===== config.mk =====
export PLATFORM = sky130hd
export DESIGN_NAME = bullet_trajectory
export DESIGN_NICKNAME = d
export VERILOG_FILES = /design/src/rtl/tank_pkg.sv /design/src/rtl/traj_calc.sv /design/src/rtl/bullet_trajectory.sv
export SDC_FILE = /design/constraint.sdc
export NUM_CORES = 1
export LEC_CHECK = 0
export ABC_AREA = 1
export BUFFER_PORTS_ARGS = -buffer_cell sky130_fd_sc_hd__buf_2
export CAP_MARGIN = 5
export CORE_UTILIZATION = 60
export DETAILED_ROUTE_END_ITERATION = 10
export GPL_ROUTABILITY_DRIVEN = 0
export GPL_TIMING_DRIVEN = 0
export PLACE_DENSITY_LB_ADDON = 0.25
export SYNTH_ARGS = -nofsm -noshare
export SYNTH_HDL_FRONTEND = slang
export SYNTH_SLANG_ARGS = --single-unit

===== constraint.sdc =====
create_clock -name frame_clk -period 8.57 [get_ports frame_clk]
set_input_delay 0.4285 -clock frame_clk [delete_from_list [all_inputs] [get_ports frame_clk]]
set_output_delay 0.4285 -clock frame_clk [all_outputs]
set_load 0.01 [all_outputs]

===== src/rtl/tank_pkg.sv =====
// Shared types and constants for the tank projectile engine.
package tank_pkg;

  localparam int unsigned TW         = 10;
  localparam int unsigned PW         = 12;
  localparam int unsigned CW         = 10;
  localparam int unsigned VW         = 3;
  localparam int unsigned BW         = 2;
  localparam int unsigned GSHIFT     = 1;
  localparam int unsigned MAX_BOUNCE = 2;

  localparam logic signed [PW-1:0] LEFT_X   = PW'(10);
  localparam logic signed [PW-1:0] RIGHT_X  = PW'(630);
  localparam logic signed [PW-1:0] GROUND_Y = PW'(440);
  localparam logic signed [PW-1:0] HIT_R    = PW'(8);

  typedef enum logic [1:0] {
    ST_IDLE,
    ST_ARM,
    ST_FLIGHT,
    ST_DONE
  } state_t;

  typedef struct packed {
    logic [VW-1:0] vx;
    logic [VW-1:0] vy;
  } vel_t;

  // Launch velocity per angle selection: shallow to steep.
  function automatic vel_t vel_lookup(input logic [1:0] sel);
    vel_t v;
    case (sel)
      2'd0:    begin v.vx = VW'(4); v.vy = VW'(2); end
      2'd1:    begin v.vx = VW'(3); v.vy = VW'(3); end
      2'd2:    begin v.vx = VW'(2); v.vy = VW'(4); end
      default: begin v.vx = VW'(1); v.vy = VW'(5); end
    endcase
    return v;
  endfunction

endpackage


===== src/rtl/traj_calc.sv =====
// Combinational ballistic position from launch point, velocity and time.
module traj_calc
  import tank_pkg::*;
(
  input  logic signed [PW-1:0] i_x0,
  input  logic signed [PW-1:0] i_y0,
  input  logic        [VW-1:0] i_vx,
  input  logic        [VW-1:0] i_vy,
  input  logic                 i_dir_left,
  input  logic        [TW-1:0] i_t,
  input  logic        [TW-1:0] i_t_base,
  output logic signed [PW-1:0] o_xc,
  output logic signed [PW-1:0] o_yc
);

  logic signed [PW-1:0] w_t;
  logic signed [PW-1:0] w_tb;
  logic signed [PW-1:0] w_dt;
  logic signed [PW-1:0] w_vx;
  logic signed [PW-1:0] w_vy;
  logic signed [PW-1:0] w_dx;
  logic signed [PW-1:0] w_sq;
  logic signed [PW-1:0] w_gy;

  // Horizontal travel since the last bounce; vertical from launch with gravity.
  always_comb begin
    w_t  = PW'(i_t);
    w_tb = PW'(i_t_base);
    w_vx = PW'(i_vx);
    w_vy = PW'(i_vy);
    w_dt = w_t - w_tb;
    if (w_dt < 0) begin
      w_dt = '0;
    end
    w_dx = w_vx * w_dt;
    w_sq = w_t * w_t;
    w_gy = w_sq >>> GSHIFT;
    o_xc = i_dir_left ? (i_x0 - w_dx) : (i_x0 + w_dx);
    o_yc = i_y0 - (w_vy * w_t) + w_gy;
  end

endmodule


===== src/rtl/bullet_trajectory.sv =====
// Per-tank shell launcher: flight state, wall bounces, ground and target hits.
module bullet_trajectory
  import tank_pkg::*;
(
  input  logic          frame_clk,
  input  logic          Reset,
  input  logic          fire,
  input  logic [CW-1:0] tank_x,
  input  logic [CW-1:0] tank_y,
  input  logic          facing_left,
  input  logic [1:0]    angle_sel,
  input  logic [CW-1:0] target_x,
  input  logic [CW-1:0] target_y,
  input  logic [63:0]   time_in,
  output logic          drawbullflag,
  output logic          xbound,
  output logic [CW-1:0] bullet_x,
  output logic [CW-1:0] bullet_y,
  output logic          hit
);

  state_t               r_state, w_state_nxt;
  logic signed [PW-1:0] r_x0, w_x0_nxt;
  logic signed [PW-1:0] r_y0, w_y0_nxt;
  logic        [VW-1:0] r_vx, w_vx_nxt;
  logic        [VW-1:0] r_vy, w_vy_nxt;
  logic                 r_dir_left, w_dir_left_nxt;
  logic        [TW-1:0] r_t_base, w_t_base_nxt;
  logic        [BW-1:0] r_bounce_cnt, w_bounce_cnt_nxt;
  logic                 r_draw, w_draw_nxt;
  logic                 r_xbound, w_xbound_nxt;
  logic                 r_hit, w_hit_nxt;
  logic        [CW-1:0] r_bx, w_bx_nxt;
  logic        [CW-1:0] r_by, w_by_nxt;

  logic        [TW-1:0]    w_t;
  logic        [63-TW:0]   w_unused_time;
  logic signed [PW-1:0]    w_xc;
  logic signed [PW-1:0]    w_yc;
  logic signed [PW-1:0]    w_ex;
  logic signed [PW-1:0]    w_ey;
  logic signed [PW-1:0]    w_ax;
  logic signed [PW-1:0]    w_ay;
  logic signed [PW-1:0]    w_wall;
  logic                    w_on_target;
  vel_t                    w_vel;

  assign w_t           = time_in[TW-1:0];
  assign w_unused_time = time_in[63:TW];
  assign w_vel         = vel_lookup(angle_sel);

  traj_calc u_traj_calc (
    .i_x0       (r_x0),
    .i_y0       (r_y0),
    .i_vx       (r_vx),
    .i_vy       (r_vy),
    .i_dir_left (r_dir_left),
    .i_t        (w_t),
    .i_t_base   (r_t_base),
    .o_xc       (w_xc),
    .o_yc       (w_yc)
  );

  // Square hit box test around the opponent's centre.
  always_comb begin
    w_ex        = w_xc - signed'(PW'(target_x));
    w_ey        = w_yc - signed'(PW'(target_y));
    w_ax        = (w_ex < 0) ? -w_ex : w_ex;
    w_ay        = (w_ey < 0) ? -w_ey : w_ey;
    w_on_target = (w_ax <= HIT_R) && (w_ay <= HIT_R);
  end

  // Next-state and next-output logic; one flight action per frame.
  always_comb begin
    w_state_nxt      = r_state;
    w_x0_nxt         = r_x0;
    w_y0_nxt         = r_y0;
    w_vx_nxt         = r_vx;
    w_vy_nxt         = r_vy;
    w_dir_left_nxt   = r_dir_left;
    w_t_base_nxt     = r_t_base;
    w_bounce_cnt_nxt = r_bounce_cnt;
    w_draw_nxt       = 1'b0;
    w_xbound_nxt     = 1'b0;
    w_hit_nxt        = 1'b0;
    w_bx_nxt         = r_bx;
    w_by_nxt         = r_by;
    w_wall           = (w_xc > RIGHT_X) ? RIGHT_X : LEFT_X;

    case (r_state)
      ST_IDLE: begin
        if (fire) begin
          w_x0_nxt         = signed'(PW'(tank_x));
          w_y0_nxt         = signed'(PW'(tank_y));
          w_vx_nxt         = w_vel.vx;
          w_vy_nxt         = w_vel.vy;
          w_dir_left_nxt   = facing_left;
          w_t_base_nxt     = '0;
          w_bounce_cnt_nxt = '0;
          w_draw_nxt       = 1'b1;
          w_bx_nxt         = tank_x;
          w_by_nxt         = tank_y;
          w_state_nxt      = ST_ARM;
        end
      end
      ST_ARM: begin
        w_draw_nxt  = 1'b1;
        w_state_nxt = ST_FLIGHT;
      end
      ST_FLIGHT: begin
        w_draw_nxt = 1'b1;
        w_bx_nxt   = CW'(w_xc);
        w_by_nxt   = (w_yc < 0) ? '0 : CW'(w_yc);
        if (w_on_target) begin
          w_hit_nxt   = 1'b1;
          w_draw_nxt  = 1'b0;
          w_state_nxt = ST_DONE;
        end else if (w_yc >= GROUND_Y) begin
          w_by_nxt    = CW'(GROUND_Y);
          w_draw_nxt  = 1'b0;
          w_state_nxt = ST_DONE;
        end else if ((w_xc > RIGHT_X) || (w_xc < LEFT_X)) begin
          w_bx_nxt = CW'(w_wall);
          if (r_bounce_cnt == BW'(MAX_BOUNCE)) begin
            w_draw_nxt  = 1'b0;
            w_state_nxt = ST_DONE;
          end else begin
            w_x0_nxt         = w_wall;
            w_t_base_nxt     = w_t;
            w_dir_left_nxt   = ~r_dir_left;
            w_bounce_cnt_nxt = r_bounce_cnt + BW'(1);
            w_xbound_nxt     = 1'b1;
          end
        end
      end
      ST_DONE: begin
        w_state_nxt = ST_IDLE;
      end
      default: begin
        w_state_nxt = ST_IDLE;
      end
    endcase
  end

  // State and output registers with synchronous reset.
  always_ff @(posedge frame_clk) begin
    if (Reset) begin
      r_state      <= ST_IDLE;
      r_x0         <= '0;
      r_y0         <= '0;
      r_vx         <= '0;
      r_vy         <= '0;
      r_dir_left   <= 1'b0;
      r_t_base     <= '0;
      r_bounce_cnt <= '0;
      r_draw       <= 1'b0;
      r_xbound     <= 1'b0;
      r_hit        <= 1'b0;
      r_bx         <= '0;
      r_by         <= '0;
    end else begin
      r_state      <= w_state_nxt;
      r_x0         <= w_x0_nxt;
      r_y0         <= w_y0_nxt;
      r_vx         <= w_vx_nxt;
      r_vy         <= w_vy_nxt;
      r_dir_left   <= w_dir_left_nxt;
      r_t_base     <= w_t_base_nxt;
      r_bounce_cnt <= w_bounce_cnt_nxt;
      r_draw       <= w_draw_nxt;
      r_xbound     <= w_xbound_nxt;
      r_hit        <= w_hit_nxt;
      r_bx         <= w_bx_nxt;
      r_by         <= w_by_nxt;
    end
  end

  assign drawbullflag = r_draw;
  assign xbound       = r_xbound;
  assign hit          = r_hit;
  assign bullet_x     = r_bx;
  assign bullet_y     = r_by;

endmodule


==> impl_metrics.csv <==
group,metric,value,unit
placement,port_buffers,78,
timing,fin_crit_sh,96.0,%
worst_setup_path,slowest_stage,"fa_1",
die,design.portCount,133,
routing,drtIter0Drc,590,
clock_network,holdBufCountCts,0,
die,core-area,16500,µm²
clock_network,clk_pin_slew,50,ps
worst_setup_path,endpoint_kind,"register",
global_routing,grt_pass1_wl,42600,µm
synthesis,synthCells,1538,
clock_network,root_buffer,"clkbuf_16",
synthesis,synth_area_leaders,"ha_1 (14%), fa_1 (13%), nand2_1 (13%)",
die,die_h,132,µm
routing,drt-total-wl,25600,µm
synthesis,yosysWarnings,0,
routing,avgViaCountPerCell,5.35,
timing,max_freq,122,MHz
clock_network,cts.htree.levels,3,
worst_setup_path,crit_path_frequent_cell,"nand2_1",
final_layout,stdcell_count,1851,
clock_network,cts_tree,"yes",
final_layout,drive_above_1_share,11.1,%
synthesis,synth_top_area_share,14.0,%
run,cap_violations,0,
synthesis,synthesis.nets,1828,
routing,routedWlPerCell,13.8,µm
global_routing,overflow,0,
synthesis,avgSynthCellArea,6.56,µm²
synthesis,ys.flop_type,"dfxtp_1",
timing,slew_headroom,60.3,%
synthesis,seq_area_frac_synth,12.5,%
timing,finalHoldViolCount,0,
global_routing,grtUsageTotal,30.0,%
clock_network,cts-buffers-inserted,9,
routing,routed-via-count,9898,
routing,ant_nets,0,
die,placementRows,47,
worst_setup_path,slowest_delay,540,ps
synthesis,synth_area,10100,µm²
routing,drc_errors,0,
synthesis,ys_ff_latch,63,
worst_setup_path,crit_arrival,8420,ps
die,die_x,132,µm
global_routing,grt_pass1_vias,9550,
global_routing,grt_max_degree,18,
global_routing,antenna_found_initial,1,
worst_setup_path,crit_required,8770,ps
synthesis,yosys.area.top_type,"ha_1",
worst_setup_path,crit_path_start_kind,"primary input",
timing,min_period,8230,ps
routing,firstDrtPassIters,5,
final_layout,areaGrowthSynthToFinish,11.7,%
timing,skew,3.82,ps
synthesis,synth.most_common_cell,"nand2_1",
timing,setup_viol,0,
worst_setup_path,cp_num_buf_inv,9,
synthesis,synthArstFlopShare,0,%
clock_network,clock_latency,330,ps
status,status,"completed",
worst_hold_path,hp-class,"in -> reg",
synthesis,synth_cell_types,49,
timing,drv_slew,0,
timing,worst_pin_slew,596,ps
synthesis,synthTopCellsByCount,"nand2_1 (343), inv_1 (339), ha_1 (113)",
clock_network,cts.sinks,63,
placement,placed_cells,1836,
worst_setup_path,worstSetupPathType,"in -> reg",
clock_network,cts_max_path_buffers,2,
die,initial_core_util,61.0,%
die,die_area,17300,µm²
synthesis,synth_edf_count,0,
worst_setup_path,cp_max_fo,12,
final_layout,nets,1915,
worst_setup_path,crit_family,"adder cells",
placement,hpwlAfterDp,21600,µm
## what timing repair did
action,CTS,global route
pin swaps,0,7
buffers inserted,0,3
resized for setup,1,43
setup endpoints to repair,47,48
## worst min-delay path: stages
cell     delay, ps
buf_2          100
inv_1           60
a21oi_1         60
## final timing paths
kind	to	slack [ps]	from	cells after the start
max reg2reg	bullet_x[1]	740	r_t_base[0]	48
min	r_y0[4]	370	tank_y[4]	3
min reg2reg	r_vx[1]	460	r_vx[1]	2
max	bullet_x[1]	340	time_in[5]	48
## per-layer routing
| layer | GRT usage [%] | wire length [µm] | up-vias |
|---|---|---|---|
| met4 | 13.0 | 1080 | 0 |
| met3 | 3.90 | 1200 | 79 |
| met5 | 0 | 0 | - |
| met2 | 54.0 | 12700 | 279 |
| li1 | - | - | 4985 |
| met1 | 35.4 | 10500 | 4555 |
## flip-flops by register name, indices dropped and copies added (netlist names)
register      flops
bullet_x         10
bullet_y         10
r_t_base         10
r_x0             10
r_y0             10
r_vx              3
r_bounce_cnt      2
r_state           2
r_vy              2
drawbullflag      1
hit               1
r_dir_left        1
xbound            1
## cell type report
class,count,area (µm²)
Antenna cell,1,2.50
Timing Repair Buffer,81,418
Multi-Input combinational cell,1089,7530
Clock buffer,10,229
Buffer,34,169
Clock inverter,6,85.1
Inverter,347,1300
Tap cell,220,275
Fill cell,1460,5250
Sequential cell,63,1260
## metrics by stage
step / setup WS (ps) / cell area, µm² / utilization (%) / hold slack [ps] / setup TNS, ps
global placement: -543 / 10800 / 65.1 / 445 / -22220
finish: 342 / 11300 / 68.2 / 369 / 0
CTS: 63.4 / 11100 / 66.9 / 371 / 0
global route: -86.8 / 11300 / 68.2 / 388 / -1350
floorplan: 715 / 10100 / - / 428 / 0
detailed placement: -642 / 10800 / 65.1 / 452 / -27110
## placed cells by master (no fill, tap or decap), drive strengths merged, types with 51 or more instances in the layout
cell / netlist / routed
o21ai: 52 / 52
dfxtp: 63 / 63
a21oi: 110 / 110
fa: 67 / 67
inv: 346 / 346
xor2: 51 / 51
buf: 9 / 90
nor2: 97 / 97
nand2: 361 / 361
ha: 113 / 113
nand3: 104 / 104
## logic make-up (layout without fill, tap and decap cells)
| kind of cell | Yosys count | count (layout) | synth area share, % |
|---|---|---|---|
| buf+inv | 386 | 478 | 14.7 |
| compound gates | 208 | 208 | 12.0 |
| flops | 63 | 63 | 12.5 |
| other cells | 0 | 1 | 0 |
| xor+xnor | 71 | 71 | 6.24 |
| simple gates | 630 | 630 | 27.3 |
| fa+ha+maj | 180 | 180 | 27.3 |
Power is left out: the tool's default activity adds up to more than one toggle a clock period on the data nets, which glitch-free logic cannot reach.
